`config.mk`:
```
export PLATFORM = sky130hd
export DESIGN_NAME = hazard_ctrl_unit_flat
export DESIGN_NICKNAME = d
export VERILOG_FILES = /design/src/rtl/hazard_ctrl_unit_if.sv /design/src/rtl/hazard_ctrl_unit.sv /design/src/flat_wrapper.sv
export SDC_FILE = /design/constraint.sdc
export NUM_CORES = 1
export LEC_CHECK = 0
export CORE_MARGIN = 2
export CORE_UTILIZATION = 30
export CTS_CLUSTER_SIZE = 25
export DETAILED_ROUTE_END_ITERATION = 6
export PLACE_DENSITY = 0.81
export SLEW_MARGIN = 0
export SYNTH_ARGS = -nofsm -noshare
export SYNTH_HDL_FRONTEND = slang
export SYNTH_SLANG_ARGS = --single-unit
```
`constraint.sdc`:
```
create_clock -name CLK -period 2.12 [get_ports CLK]
set_clock_uncertainty 0.15 [all_clocks]
set_input_delay 0.318 -clock CLK [delete_from_list [all_inputs] [get_ports CLK]]
set_output_delay 0.318 -clock CLK [all_outputs]
set_load 0.02 [all_outputs]
```
`src/rtl/hazard_ctrl_unit_if.sv`:
```
// Pipeline-side bundle for the hazard control unit.
// The pipeline datapath holds the master modport. It drives the decode, ID/EX
// and downstream-stage observations, and it receives the enables, the
// squash/bubble controls and the forwarding selects.
// The hazard unit holds the slave modport.
interface hazard_ctrl_unit_if #(
  parameter int CNT_W = 16
);

  // Decode-stage operand usage
  logic [4:0]       RF_RA1_ID;
  logic [4:0]       RF_RA2_ID;
  logic             USE_RS1_ID;
  logic             USE_RS2_ID;

  // Instruction currently held in ID/EX (executing)
  logic [4:0]       RF_RA1_IDEX;
  logic [4:0]       RF_RA2_IDEX;
  logic [4:0]       WA_IDEX;
  logic             RF_WE_IDEX;
  logic             isLoad_IDEX;
  logic             HALT_IDEX;
  logic             BR_TAKEN_EX;

  // Downstream producers
  logic [4:0]       WA_EXMEM;
  logic             RF_WE_EXMEM;
  logic [4:0]       WA_MEMWB;
  logic             RF_WE_MEMWB;

  // Controls back to the pipeline
  logic             PC_WE;
  logic             IFID_WE;
  logic             IFID_FLUSH;
  logic             IDEX_BUBBLE;
  logic [1:0]       FWD_A;
  logic [1:0]       FWD_B;
  logic             HALT_OUT;
  logic [CNT_W-1:0] STALL_CNT;
  logic [CNT_W-1:0] FLUSH_CNT;

  modport master (
    output RF_RA1_ID, RF_RA2_ID, USE_RS1_ID, USE_RS2_ID,
    output RF_RA1_IDEX, RF_RA2_IDEX, WA_IDEX, RF_WE_IDEX, isLoad_IDEX,
    output HALT_IDEX, BR_TAKEN_EX,
    output WA_EXMEM, RF_WE_EXMEM, WA_MEMWB, RF_WE_MEMWB,
    input  PC_WE, IFID_WE, IFID_FLUSH, IDEX_BUBBLE,
    input  FWD_A, FWD_B, HALT_OUT, STALL_CNT, FLUSH_CNT
  );

  modport slave (
    input  RF_RA1_ID, RF_RA2_ID, USE_RS1_ID, USE_RS2_ID,
    input  RF_RA1_IDEX, RF_RA2_IDEX, WA_IDEX, RF_WE_IDEX, isLoad_IDEX,
    input  HALT_IDEX, BR_TAKEN_EX,
    input  WA_EXMEM, RF_WE_EXMEM, WA_MEMWB, RF_WE_MEMWB,
    output PC_WE, IFID_WE, IFID_FLUSH, IDEX_BUBBLE,
    output FWD_A, FWD_B, HALT_OUT, STALL_CNT, FLUSH_CNT
  );

endinterface

```
`src/rtl/hazard_ctrl_unit.sv`:
```
// hazard_ctrl_unit: consumer-side hazard controller for the ID/EX register.
//  - EX-stage forwarding selects. EX/MEM has priority over MEM/WB.
//    x0 is never forwarded.
//  - Load-use detection, which stalls PC/IFID for one cycle and injects a bubble.
//  - Taken-branch squash, which flushes IF/ID and bubbles ID/EX.
//  - A HALT drain FSM (RUN -> DRAIN -> HALTED). HALT_OUT rises in the last
//    drain cycle, DRAIN_CYCLES cycles after HALT was seen in EX. It then
//    stays high until reset.
// Optional feature macro: HAZARD_PERF_CNT_EN enables the saturating
// STALL_CNT / FLUSH_CNT performance counters. When the macro is undefined,
// both outputs are tied to zero and no counter flops exist.
module hazard_ctrl_unit #(
  parameter int DRAIN_CYCLES = 3,
  parameter int CNT_W        = 16
) (
  input logic              CLK,
  input logic              RSTn,
  hazard_ctrl_unit_if.slave bus
);

  typedef enum logic [1:0] {
    RUN    = 2'd0,
    DRAIN  = 2'd1,
    HALTED = 2'd2
  } state_t;

  // The drain counter only ever holds DRAIN_CYCLES-1 down to 0.
  localparam int DW = (DRAIN_CYCLES > 1) ? $clog2(DRAIN_CYCLES) : 1;
  localparam logic [DW-1:0] DRAIN_LOAD = DW'(DRAIN_CYCLES - 1);

  state_t        state;
  state_t        state_next;
  logic [DW-1:0] cnt;
  logic [DW-1:0] cnt_next;
  logic          halt_out;
  logic          halt_out_next;

  logic          ex_hit_a;
  logic          mem_hit_a;
  logic          ex_hit_b;
  logic          mem_hit_b;
  logic [1:0]    fwd_a;
  logic [1:0]    fwd_b;

  logic          lu_rs1;
  logic          lu_rs2;
  logic          lu;

  logic          pc_we;
  logic          ifid_we;
  logic          ifid_flush;
  logic          idex_bubble;

  // Producer matches for the two EX operands. A write to x0 never counts.
  always_comb begin
    ex_hit_a  = bus.RF_WE_EXMEM && (bus.WA_EXMEM != 5'd0) &&
                (bus.WA_EXMEM == bus.RF_RA1_IDEX);
    mem_hit_a = bus.RF_WE_MEMWB && (bus.WA_MEMWB != 5'd0) &&
                (bus.WA_MEMWB == bus.RF_RA1_IDEX);
    ex_hit_b  = bus.RF_WE_EXMEM && (bus.WA_EXMEM != 5'd0) &&
                (bus.WA_EXMEM == bus.RF_RA2_IDEX);
    mem_hit_b = bus.RF_WE_MEMWB && (bus.WA_MEMWB != 5'd0) &&
                (bus.WA_MEMWB == bus.RF_RA2_IDEX);
  end

  // Forwarding selects. The younger EX/MEM result wins over MEM/WB.
  // The selects stay active in every FSM state.
  always_comb begin
    fwd_a = 2'b00;
    if (ex_hit_a) begin
      fwd_a = 2'b10;
    end else if (mem_hit_a) begin
      fwd_a = 2'b01;
    end

    fwd_b = 2'b00;
    if (ex_hit_b) begin
      fwd_b = 2'b10;
    end else if (mem_hit_b) begin
      fwd_b = 2'b01;
    end
  end

  // Load-use hazard: a load in EX targets a register that the ID instruction
  // actually reads.
  always_comb begin
    lu_rs1 = bus.USE_RS1_ID && (bus.RF_RA1_ID == bus.WA_IDEX);
    lu_rs2 = bus.USE_RS2_ID && (bus.RF_RA2_ID == bus.WA_IDEX);
    lu     = bus.isLoad_IDEX && bus.RF_WE_IDEX && (bus.WA_IDEX != 5'd0) &&
             (lu_rs1 || lu_rs2);
  end

  // State, drain counter and the sticky HALT_OUT flag.
  always_ff @(posedge CLK or negedge RSTn) begin
    if (!RSTn) begin
      state    <= RUN;
      cnt      <= '0;
      halt_out <= 1'b0;
    end else begin
      state    <= state_next;
      cnt      <= cnt_next;
      halt_out <= halt_out_next;
    end
  end

  // Next state and pipeline controls. In RUN the priority is
  // HALT > taken branch > load-use.
  always_comb begin
    state_next    = state;
    cnt_next      = cnt;
    pc_we         = 1'b1;
    ifid_we       = 1'b1;
    ifid_flush    = 1'b0;
    idex_bubble   = 1'b0;

    unique case (state)
      RUN: begin
        if (bus.HALT_IDEX) begin
          pc_we       = 1'b0;
          ifid_we     = 1'b0;
          idex_bubble = 1'b1;
          state_next  = DRAIN;
          cnt_next    = DRAIN_LOAD;
        end else if (bus.BR_TAKEN_EX) begin
          ifid_flush  = 1'b1;
          idex_bubble = 1'b1;
        end else if (lu) begin
          pc_we       = 1'b0;
          ifid_we     = 1'b0;
          idex_bubble = 1'b1;
        end
      end
      DRAIN: begin
        pc_we       = 1'b0;
        ifid_we     = 1'b0;
        idex_bubble = 1'b1;
        if (cnt == '0) begin
          state_next = HALTED;
        end else begin
          cnt_next = cnt - DW'(1);
        end
      end
      HALTED: begin
        pc_we       = 1'b0;
        ifid_we     = 1'b0;
        idex_bubble = 1'b1;
      end
      default: begin
        state_next = RUN;
      end
    endcase

    halt_out_next = halt_out ||
                    ((state_next == DRAIN) && (cnt_next == '0));
  end

  assign bus.PC_WE       = pc_we;
  assign bus.IFID_WE     = ifid_we;
  assign bus.IFID_FLUSH  = ifid_flush;
  assign bus.IDEX_BUBBLE = idex_bubble;
  assign bus.FWD_A       = fwd_a;
  assign bus.FWD_B       = fwd_b;
  assign bus.HALT_OUT    = halt_out;

`ifdef HAZARD_PERF_CNT_EN
  logic             stall_evt;
  logic             flush_evt;
  logic [CNT_W-1:0] stall_cnt;
  logic [CNT_W-1:0] flush_cnt;

  // Count events only while running. A HALT in EX suppresses both counts.
  always_comb begin
    stall_evt = (state == RUN) && lu && !bus.BR_TAKEN_EX && !bus.HALT_IDEX;
    flush_evt = (state == RUN) && bus.BR_TAKEN_EX && !bus.HALT_IDEX;
  end

  // Saturating performance counters.
  always_ff @(posedge CLK or negedge RSTn) begin
    if (!RSTn) begin
      stall_cnt <= '0;
      flush_cnt <= '0;
    end else begin
      if (stall_evt && (stall_cnt != '1)) begin
        stall_cnt <= stall_cnt + CNT_W'(1);
      end
      if (flush_evt && (flush_cnt != '1)) begin
        flush_cnt <= flush_cnt + CNT_W'(1);
      end
    end
  end

  assign bus.STALL_CNT = stall_cnt;
  assign bus.FLUSH_CNT = flush_cnt;
`else
  assign bus.STALL_CNT = {CNT_W{1'b0}};
  assign bus.FLUSH_CNT = {CNT_W{1'b0}};
`endif

endmodule
```
`src/flat_wrapper.sv`:
```
// flat-port wrapper written by rule: the top's interface ports become plain ports
module hazard_ctrl_unit_flat 
#(
  parameter int DRAIN_CYCLES = 3,
  parameter int CNT_W        = 16
)
  (CLK, RSTn, bus_RF_RA1_ID, bus_RF_RA2_ID, bus_USE_RS1_ID, bus_USE_RS2_ID, bus_RF_RA1_IDEX, bus_RF_RA2_IDEX, bus_WA_IDEX, bus_RF_WE_IDEX, bus_isLoad_IDEX, bus_HALT_IDEX, bus_BR_TAKEN_EX, bus_WA_EXMEM, bus_RF_WE_EXMEM, bus_WA_MEMWB, bus_RF_WE_MEMWB, bus_PC_WE, bus_IFID_WE, bus_IFID_FLUSH, bus_IDEX_BUBBLE, bus_FWD_A, bus_FWD_B, bus_HALT_OUT, bus_STALL_CNT, bus_FLUSH_CNT);
  hazard_ctrl_unit_if #(.CNT_W(CNT_W)) bus_i ();
  input logic CLK;
  input logic RSTn;
  input wire logic [$bits(bus_i.RF_RA1_ID)-1:0] bus_RF_RA1_ID;
  input wire logic [$bits(bus_i.RF_RA2_ID)-1:0] bus_RF_RA2_ID;
  input wire logic [$bits(bus_i.USE_RS1_ID)-1:0] bus_USE_RS1_ID;
  input wire logic [$bits(bus_i.USE_RS2_ID)-1:0] bus_USE_RS2_ID;
  input wire logic [$bits(bus_i.RF_RA1_IDEX)-1:0] bus_RF_RA1_IDEX;
  input wire logic [$bits(bus_i.RF_RA2_IDEX)-1:0] bus_RF_RA2_IDEX;
  input wire logic [$bits(bus_i.WA_IDEX)-1:0] bus_WA_IDEX;
  input wire logic [$bits(bus_i.RF_WE_IDEX)-1:0] bus_RF_WE_IDEX;
  input wire logic [$bits(bus_i.isLoad_IDEX)-1:0] bus_isLoad_IDEX;
  input wire logic [$bits(bus_i.HALT_IDEX)-1:0] bus_HALT_IDEX;
  input wire logic [$bits(bus_i.BR_TAKEN_EX)-1:0] bus_BR_TAKEN_EX;
  input wire logic [$bits(bus_i.WA_EXMEM)-1:0] bus_WA_EXMEM;
  input wire logic [$bits(bus_i.RF_WE_EXMEM)-1:0] bus_RF_WE_EXMEM;
  input wire logic [$bits(bus_i.WA_MEMWB)-1:0] bus_WA_MEMWB;
  input wire logic [$bits(bus_i.RF_WE_MEMWB)-1:0] bus_RF_WE_MEMWB;
  output wire logic [$bits(bus_i.PC_WE)-1:0] bus_PC_WE;
  output wire logic [$bits(bus_i.IFID_WE)-1:0] bus_IFID_WE;
  output wire logic [$bits(bus_i.IFID_FLUSH)-1:0] bus_IFID_FLUSH;
  output wire logic [$bits(bus_i.IDEX_BUBBLE)-1:0] bus_IDEX_BUBBLE;
  output wire logic [$bits(bus_i.FWD_A)-1:0] bus_FWD_A;
  output wire logic [$bits(bus_i.FWD_B)-1:0] bus_FWD_B;
  output wire logic [$bits(bus_i.HALT_OUT)-1:0] bus_HALT_OUT;
  output wire logic [$bits(bus_i.STALL_CNT)-1:0] bus_STALL_CNT;
  output wire logic [$bits(bus_i.FLUSH_CNT)-1:0] bus_FLUSH_CNT;
  assign bus_i.RF_RA1_ID = bus_RF_RA1_ID;
  assign bus_i.RF_RA2_ID = bus_RF_RA2_ID;
  assign bus_i.USE_RS1_ID = bus_USE_RS1_ID;
  assign bus_i.USE_RS2_ID = bus_USE_RS2_ID;
  assign bus_i.RF_RA1_IDEX = bus_RF_RA1_IDEX;
  assign bus_i.RF_RA2_IDEX = bus_RF_RA2_IDEX;
  assign bus_i.WA_IDEX = bus_WA_IDEX;
  assign bus_i.RF_WE_IDEX = bus_RF_WE_IDEX;
  assign bus_i.isLoad_IDEX = bus_isLoad_IDEX;
  assign bus_i.HALT_IDEX = bus_HALT_IDEX;
  assign bus_i.BR_TAKEN_EX = bus_BR_TAKEN_EX;
  assign bus_i.WA_EXMEM = bus_WA_EXMEM;
  assign bus_i.RF_WE_EXMEM = bus_RF_WE_EXMEM;
  assign bus_i.WA_MEMWB = bus_WA_MEMWB;
  assign bus_i.RF_WE_MEMWB = bus_RF_WE_MEMWB;
  assign bus_PC_WE = bus_i.PC_WE;
  assign bus_IFID_WE = bus_i.IFID_WE;
  assign bus_IFID_FLUSH = bus_i.IFID_FLUSH;
  assign bus_IDEX_BUBBLE = bus_i.IDEX_BUBBLE;
  assign bus_FWD_A = bus_i.FWD_A;
  assign bus_FWD_B = bus_i.FWD_B;
  assign bus_HALT_OUT = bus_i.HALT_OUT;
  assign bus_STALL_CNT = bus_i.STALL_CNT;
  assign bus_FLUSH_CNT = bus_i.FLUSH_CNT;
  hazard_ctrl_unit #(.DRAIN_CYCLES(DRAIN_CYCLES), .CNT_W(CNT_W)) u_core (.CLK(CLK), .RSTn(RSTn), .bus(bus_i));
endmodule
```
==> metrics.csv, run 1 <==
metric,value,unit
global-route wire length before repair,4.61,mm
Worst setup EP type,output port,
LEAKAGE,0.876,nW
period utilization,103,%
Clock Pin Slew Worst Setup and Hold Paths,50,ps
Seq cells post-synth,5,
share of cells above drive strength 1,37.9,%
Final Hold Fails,0,
worst reg-to-reg path cell count,7,
vias post-DR,1089,
pre-CTS WS,-834,ps
Final Hold Slack,137,ps
worst stage delay on the critical path,540,ps
CP max FO,2,
r2r setup slk,320,ps
"Remaining Overflow, GRT",0,
# clock sinks,5,
CP Data Required Time,1650,ps
drt drc,0,
CTS Buf Count,3,
mux cell area share after synthesis,0,%
Die Width,62.1,um
fin crit period,2190,ps
via/cell ratio,4.24,
Critical Setup Path Class,primary input to output port,
maximum number of pins on one net before global-route repair,6,
Yosys warning count,0,
die area,0.00385,mm2
Post-Syn Instances,123,
vias in the first global route,1129,
RSZ-0062 raised after global routing,true,
Hold Path Class,primary input to asynchronous set/reset pin,
Area growth syn-to-layout,79.9,%
worst setup margin,-70.6,ps
Reg2Reg Capture Point,u_core.bus.HALT_OUT$_DFF_PN0_,
Initial DRT Pass Iterations,4,
I/O Pins,86,
post-DP HPWL,2.49,mm
Max Transition Viols Final,0,
Placer Congestion,0.838,
worst reg2reg startpoint,u_core.state[1]$_DFF_PN0_,
CTS Buffer Depth,2,
Starting Density,30.8,%
Cell variety after synth,31,
Die Height,62.1,um
Critical Path AT,1720,ps
n_diodes,0,
Startpoint Class,primary input,
TNS Setup,-70.6,ps
worst skew pair latency,240,ps
gr usage total,16.4,%
fraction of the mapped netlist area in simple logic gates,15.7,%
Avg WL per Cell,11.8,um
Final setup viols,1,
VDD IR max,196,uV
DR iter-0 viols,35,
H-tree depth,1,
max-cap violations,0,
Synth Area in Compound Gates,12.0,%
fraction of the mapped netlist area in adder cells,6.18,%
cell area after synthesis,0.00101,mm2
slowest stage cell on the critical path,or4_4,
xor and xnor area share after synthesis,26.0,%
critical path buffer and inverter count,3,
Worst path top cell family by delay,simple AND/OR/NAND/NOR gates,
status,finished with violations,
failing checks,setup timing,
core box area,0.00328,mm2
fin area,0.00182,mm2
CTS Hold Buffers Added,0,
port buffer count,53,
post-synthesis sequential area ratio,12.4,%
Routed Antenna Nets,0,
main combinational cell family by area after synthesis,buffers and inverters,
critical path cell sequence,"buf_6, or4_4, o21ai_4, buf_6, nor4_4, nor4_4, buf_4",
pwr dens,639,mW/mm2
# rows,21,
routed wire length,3.03,mm
TritonCTS clock tree,yes,
CTS Root Cell,clkbuf_4,
nets,262,
DP Area,0.00168,mm2
initial antenna violation count,0,
fmax,457,MHz
number of fill cells in the layout,296,
synthesized area per cell,8.23,um2
worst max path at each step:
stage	startpoint	slack, ps	endpoint	depth (start not counted)
global route	bus_WA_EXMEM[2]	-110	bus_FWD_B[0]	7
floorplan	bus_WA_IDEX[1]	80	bus_PC_WE	5
finish	bus_WA_EXMEM[2]	-70	bus_FWD_B[0]	7
global placement	bus_WA_EXMEM[1]	-790	bus_FWD_B[0]	6
detailed placement	bus_WA_EXMEM[1]	-830	bus_FWD_B[0]	6
CTS	bus_WA_EXMEM[1]	-70	bus_FWD_B[0]	7
timing repair:
action                                  4_1_cts  5_1_grt
buffers inserted                              3        2
pin swaps                                    15       11
cloned                                        0        0
endpoints found under the setup margin        8        8
resized for setup                           114       27
cells in the mapped netlist:
| master | count | area, um2 |
|---|---|---|
| a21o_1 | 2 | 15.0 |
| a21oi_1 | 3 | 15.0 |
| a221oi_1 | 1 | 8.76 |
| a22o_1 | 1 | 8.76 |
| a31o_2 | 1 | 8.76 |
| and2_1 | 1 | 6.26 |
| buf_4 | 35 | 263 |
| conb_1 | 1 | 3.75 |
| dfrtp_1 | 5 | 125 |
| ha_1 | 5 | 62.6 |
| inv_1 | 4 | 15.0 |
| nand2_1 | 3 | 11.3 |
| nand3_1 | 2 | 10.0 |
| nand4_1 | 2 | 12.5 |
| nor2_1 | 2 | 7.51 |
| nor2b_1 | 2 | 12.5 |
| nor3_1 | 4 | 20.0 |
| nor4_1 | 2 | 12.5 |
| nor4_2 | 2 | 25.0 |
| o211ai_1 | 1 | 7.51 |
| o21a_1 | 1 | 7.51 |
| o21ai_0 | 3 | 15.0 |
| o21ai_1 | 1 | 5.00 |
| o21ai_2 | 1 | 8.76 |
| o21bai_1 | 1 | 7.51 |
| o22ai_1 | 1 | 6.26 |
| o31ai_1 | 1 | 7.51 |
| or4_1 | 4 | 30.0 |
| or4_4 | 1 | 11.3 |
| xnor2_1 | 16 | 140 |
| xor2_1 | 14 | 123 |
layout by cell type, fill, tap and decap left out, drive strengths merged, types with 2 or more instances in the layout:
cell type      Yosys  routed
a21o               2       2
inv                4       4
ha                 5       5
nor4               4       4
a21oi              3       3
nand4              2       2
xnor2             16      16
nor2               2       2
clkbuf             0      10
dlymetal6s2s       0       3
dfrtp              5       5
o21ai              5       5
nor2b              2       2
nand3              2       2
nand2              3       3
buf               35      53
clkdlybuf4s50      0      20
xor2              14      14
or4                5       5
conb               1      32
nor3               4       4
dlygate4sd2        0       5
state kept, by name, summed over array words and instances (netlist names):
signal	count
u_core.cnt	2
u_core.state	2
u_core.bus.HALT_OUT	1
worst reg2reg max path: stages (launching register included):
cell	delay (ps)
dfrtp_1	360
inv_1	60
ha_1	210
nor2b_2	180
buf_4	130
o21bai_1	160
a221oi_1	300
a31o_2	190
power breakdown:
part	internal [W]	leakage (nW)	switching, W
Combinational	0.000435	0.803	0.000449
Clock	0.0000711	0.0150	0.0000391
Sequential	0.000136	0.0575	0.0000320
area by class of cell:
cell class	instances	area [um2]	share of cell area, %
Sequential cell	5	125	6.87
Inverter	4	15.0	0.825
Tap cell	46	57.6	3.16
Clock buffer	4	26.3	1.44
Multi-Input combinational cell	110	827	45.4
Timing Repair Buffer	88	769	42.3
cell families after synthesis:
family                     count (synthesis)
AOI/OAI and AO/OA                         18
xor gates and xnor gates                  30
adders and majority gates                  5
buffers and inverters                     39
DFF                                        5
other                                      1
and+or+nand+nor                           25
per-stage QoR:
| stage | instances | total power (W) | utilization [%] |
|---|---|---|---|
| 6_report | 257 | 0.00116 | 55.4 |
| 5_1_grt | 257 | 0.00128 | 55.4 |
| 4_1_cts | 255 | 0.00112 | 53.7 |
| 3_5_place_dp | 248 | 0.00101 | 51.2 |
| 3_3_place_gp | 248 | 0.000994 | 51.2 |
| 2_1_floorplan | 154 | 0.000683 | - |
layer usage:
metal  global-route usage, %  vias to the layer above  wire, um
li1                        -                      527         -
met1                    15.2                      487       954
met2                    32.6                       67      1670
met3                    3.93                        8       291
met4                    7.90                        0       113
met5                       0                        -         0
No activity file was read; power rests on OpenSTA's default activity.
==> inputs of run 2 (changes only) <==
PLACE_DENSITY = 0.76   (was 0.81)
RECOVER_POWER = 50   (was not set)
==> metrics.csv, run 2 (same netlist as run 1, synthesis figures left out) <==
metric,value,unit
Reg2Reg Capture Point,u_core.bus.HALT_OUT$_DFF_PN0_,
VDD IR max,227,uV
CTS Buf Count,3,
H-tree depth,1,
post-DP HPWL,2.30,mm
Placer Congestion,0.771,
CP Data Required Time,1650,ps
nets,259,
CTS Buffer Depth,2,
status,finished with violations,
LEAKAGE,0.821,nW
Net Sw Frac,45.1,%
worst reg2reg startpoint,u_core.state[0]$_DFF_PN0_,
CTS Hold Buffers Added,0,
# clock sinks,5,
max-cap violations,0,
fmax,467,MHz
maximum number of pins on one net before global-route repair,6,
Hold Path Class,primary input to asynchronous set/reset pin,
Die Width,62.1,um
vias in the first global route,1023,
Clock Power Share,10.1,%
Sw Pwr,0.000521,W
r2r setup slk,310,ps
CTS Root Cell,clkbuf_4,
drt drc,0,
TritonCTS clock tree,yes,
DR WL met2,1.49,mm
Routed Antenna Nets,0,
Met1 Routed Length,971,um
number of fill cells in the layout,321,
slowest stage cell on the critical path,or4_4,
Multi-input gate area,807,um2
pwr dens,660,mW/mm2
Crit path top cell by count,nor4_4,
worst skew pair latency,250,ps
global-route wire length before repair,4.11,mm
period utilization,101,%
Starting Density,30.8,%
Avg WL per Cell,10.7,um
routed wire length,2.71,mm
Max Transition Viols Final,0,
Final setup viols,2,
port buffer count,53,
via/cell ratio,4.16,
critical path buffer and inverter count,2,
failing checks,setup timing,
# rows,21,
CP max FO,2,
TNS Setup,-33.5,ps
worst stage delay on the critical path,530,ps
RSZ-0062 raised after global routing,true,
Initial DRT Pass Iterations,4,
DR iter-0 viols,25,
worst setup margin,-22.5,ps
I/O Pins,86,
die area,0.00385,mm2
Critical Path AT,1670,ps
n_diodes,0,
Die Height,62.1,um
Startpoint Class,primary input,
Final Hold Fails,0,
fin crit period,2140,ps
core box area,0.00328,mm2
"Remaining Overflow, GRT",0,
Pint,0.000633,W
initial antenna violation count,0,
Top Metal Used,met4,
Critical Setup Path Class,primary input to output port,
Area growth syn-to-layout,72.8,%
Routed met3 length,231,um
combinational power share,75.5,%
Worst setup EP type,output port,
Finished Core Util,53.3,%
gr usage total,14.4,%
Reg power frac,14.4,%
critical path cell sequence,"buf_6, or4_4, o21ai_4, nor4_4, nor4_4, buf_4",
Reg area,125,um2
"commonest non-fill, non-tap cells in the layout","32 x conb_1, 32 x buf_4, 22 x clkdlybuf4s50_1",
Worst path top cell family by delay,simple AND/OR/NAND/NOR gates,
worst reg-to-reg path cell count,7,
share of cells above drive strength 1,34.6,%
vias post-DR,1057,
Clock Pin Slew Worst Setup and Hold Paths,50,ps
Final Hold Slack,203,ps
run 2: repair_timing:
action | CTS | global route
setup endpoints to repair | 8 | 7
cloned | 0 | 0
gates resized for setup | 102 | 20
setup buffers | 0 | 1
pin swaps | 13 | 14
endpoints found under the hold margin | 0 | 0
run 2: layer usage:
layer  track usage, %  vias up
li1                 -      524
met5                0        -
met2             27.2       54
met4             3.34        0
met3             4.76        4
met1             15.4      475
run 2: worst max path at each step:
stage / startpoint / endpoint / slack, ps / depth (start not counted)
detailed placement: bus_WA_EXMEM[1] / bus_FWD_A[0] / -770 / 6
floorplan: bus_WA_IDEX[1] / bus_PC_WE / 80 / 5
global placement: bus_WA_EXMEM[1] / bus_FWD_B[0] / -780 / 6
global route: bus_WA_EXMEM[3] / bus_FWD_A[0] / -80 / 6
CTS: bus_RF_RA1_IDEX[0] / bus_FWD_A[0] / -50 / 5
finish: bus_WA_EXMEM[3] / bus_FWD_A[0] / -20 / 6
run 2: final cells by class:
cell class | instances | share of cell area, %
well taps | 46 | 3.29
inverters | 4 | 0.858
multi-input cells | 110 | 46.1
clock buffers | 3 | 1.29
flip-flops and latches | 5 | 7.15
repair buffers | 85 | 41.0
clock inverters | 1 | 0.286
run 2: per-stage QoR:
| stage | setup slack (ps) | total power, W | area [um2] | cells |
|---|---|---|---|---|
| after detailed placement | -775 | 0.00104 | 1690 | 249 |
| final | -22.5 | 0.00115 | 1750 | 254 |
| after global routing | -75.9 | 0.00126 | 1750 | 254 |
| after CTS | -47.2 | 0.00113 | 1720 | 253 |
| after global placement | -777 | 0.00102 | 1690 | 249 |
| after floorplan | 77.7 | 0.000683 | 1130 | 154 |
run 2: power by group through the flow:
| stage | logic, W | registers [W] | clock network [W] |
|---|---|---|---|
| floorplan | 0.000506 | 0.000176 | 0 |
| global placement | 0.000858 | 0.000167 | 0 |
| detailed placement | 0.000868 | 0.000168 | 0 |
| CTS | 0.000840 | 0.000167 | 0.000124 |
| global route | 0.000958 | 0.000172 | 0.000133 |
| finish | 0.000871 | 0.000166 | 0.000117 |
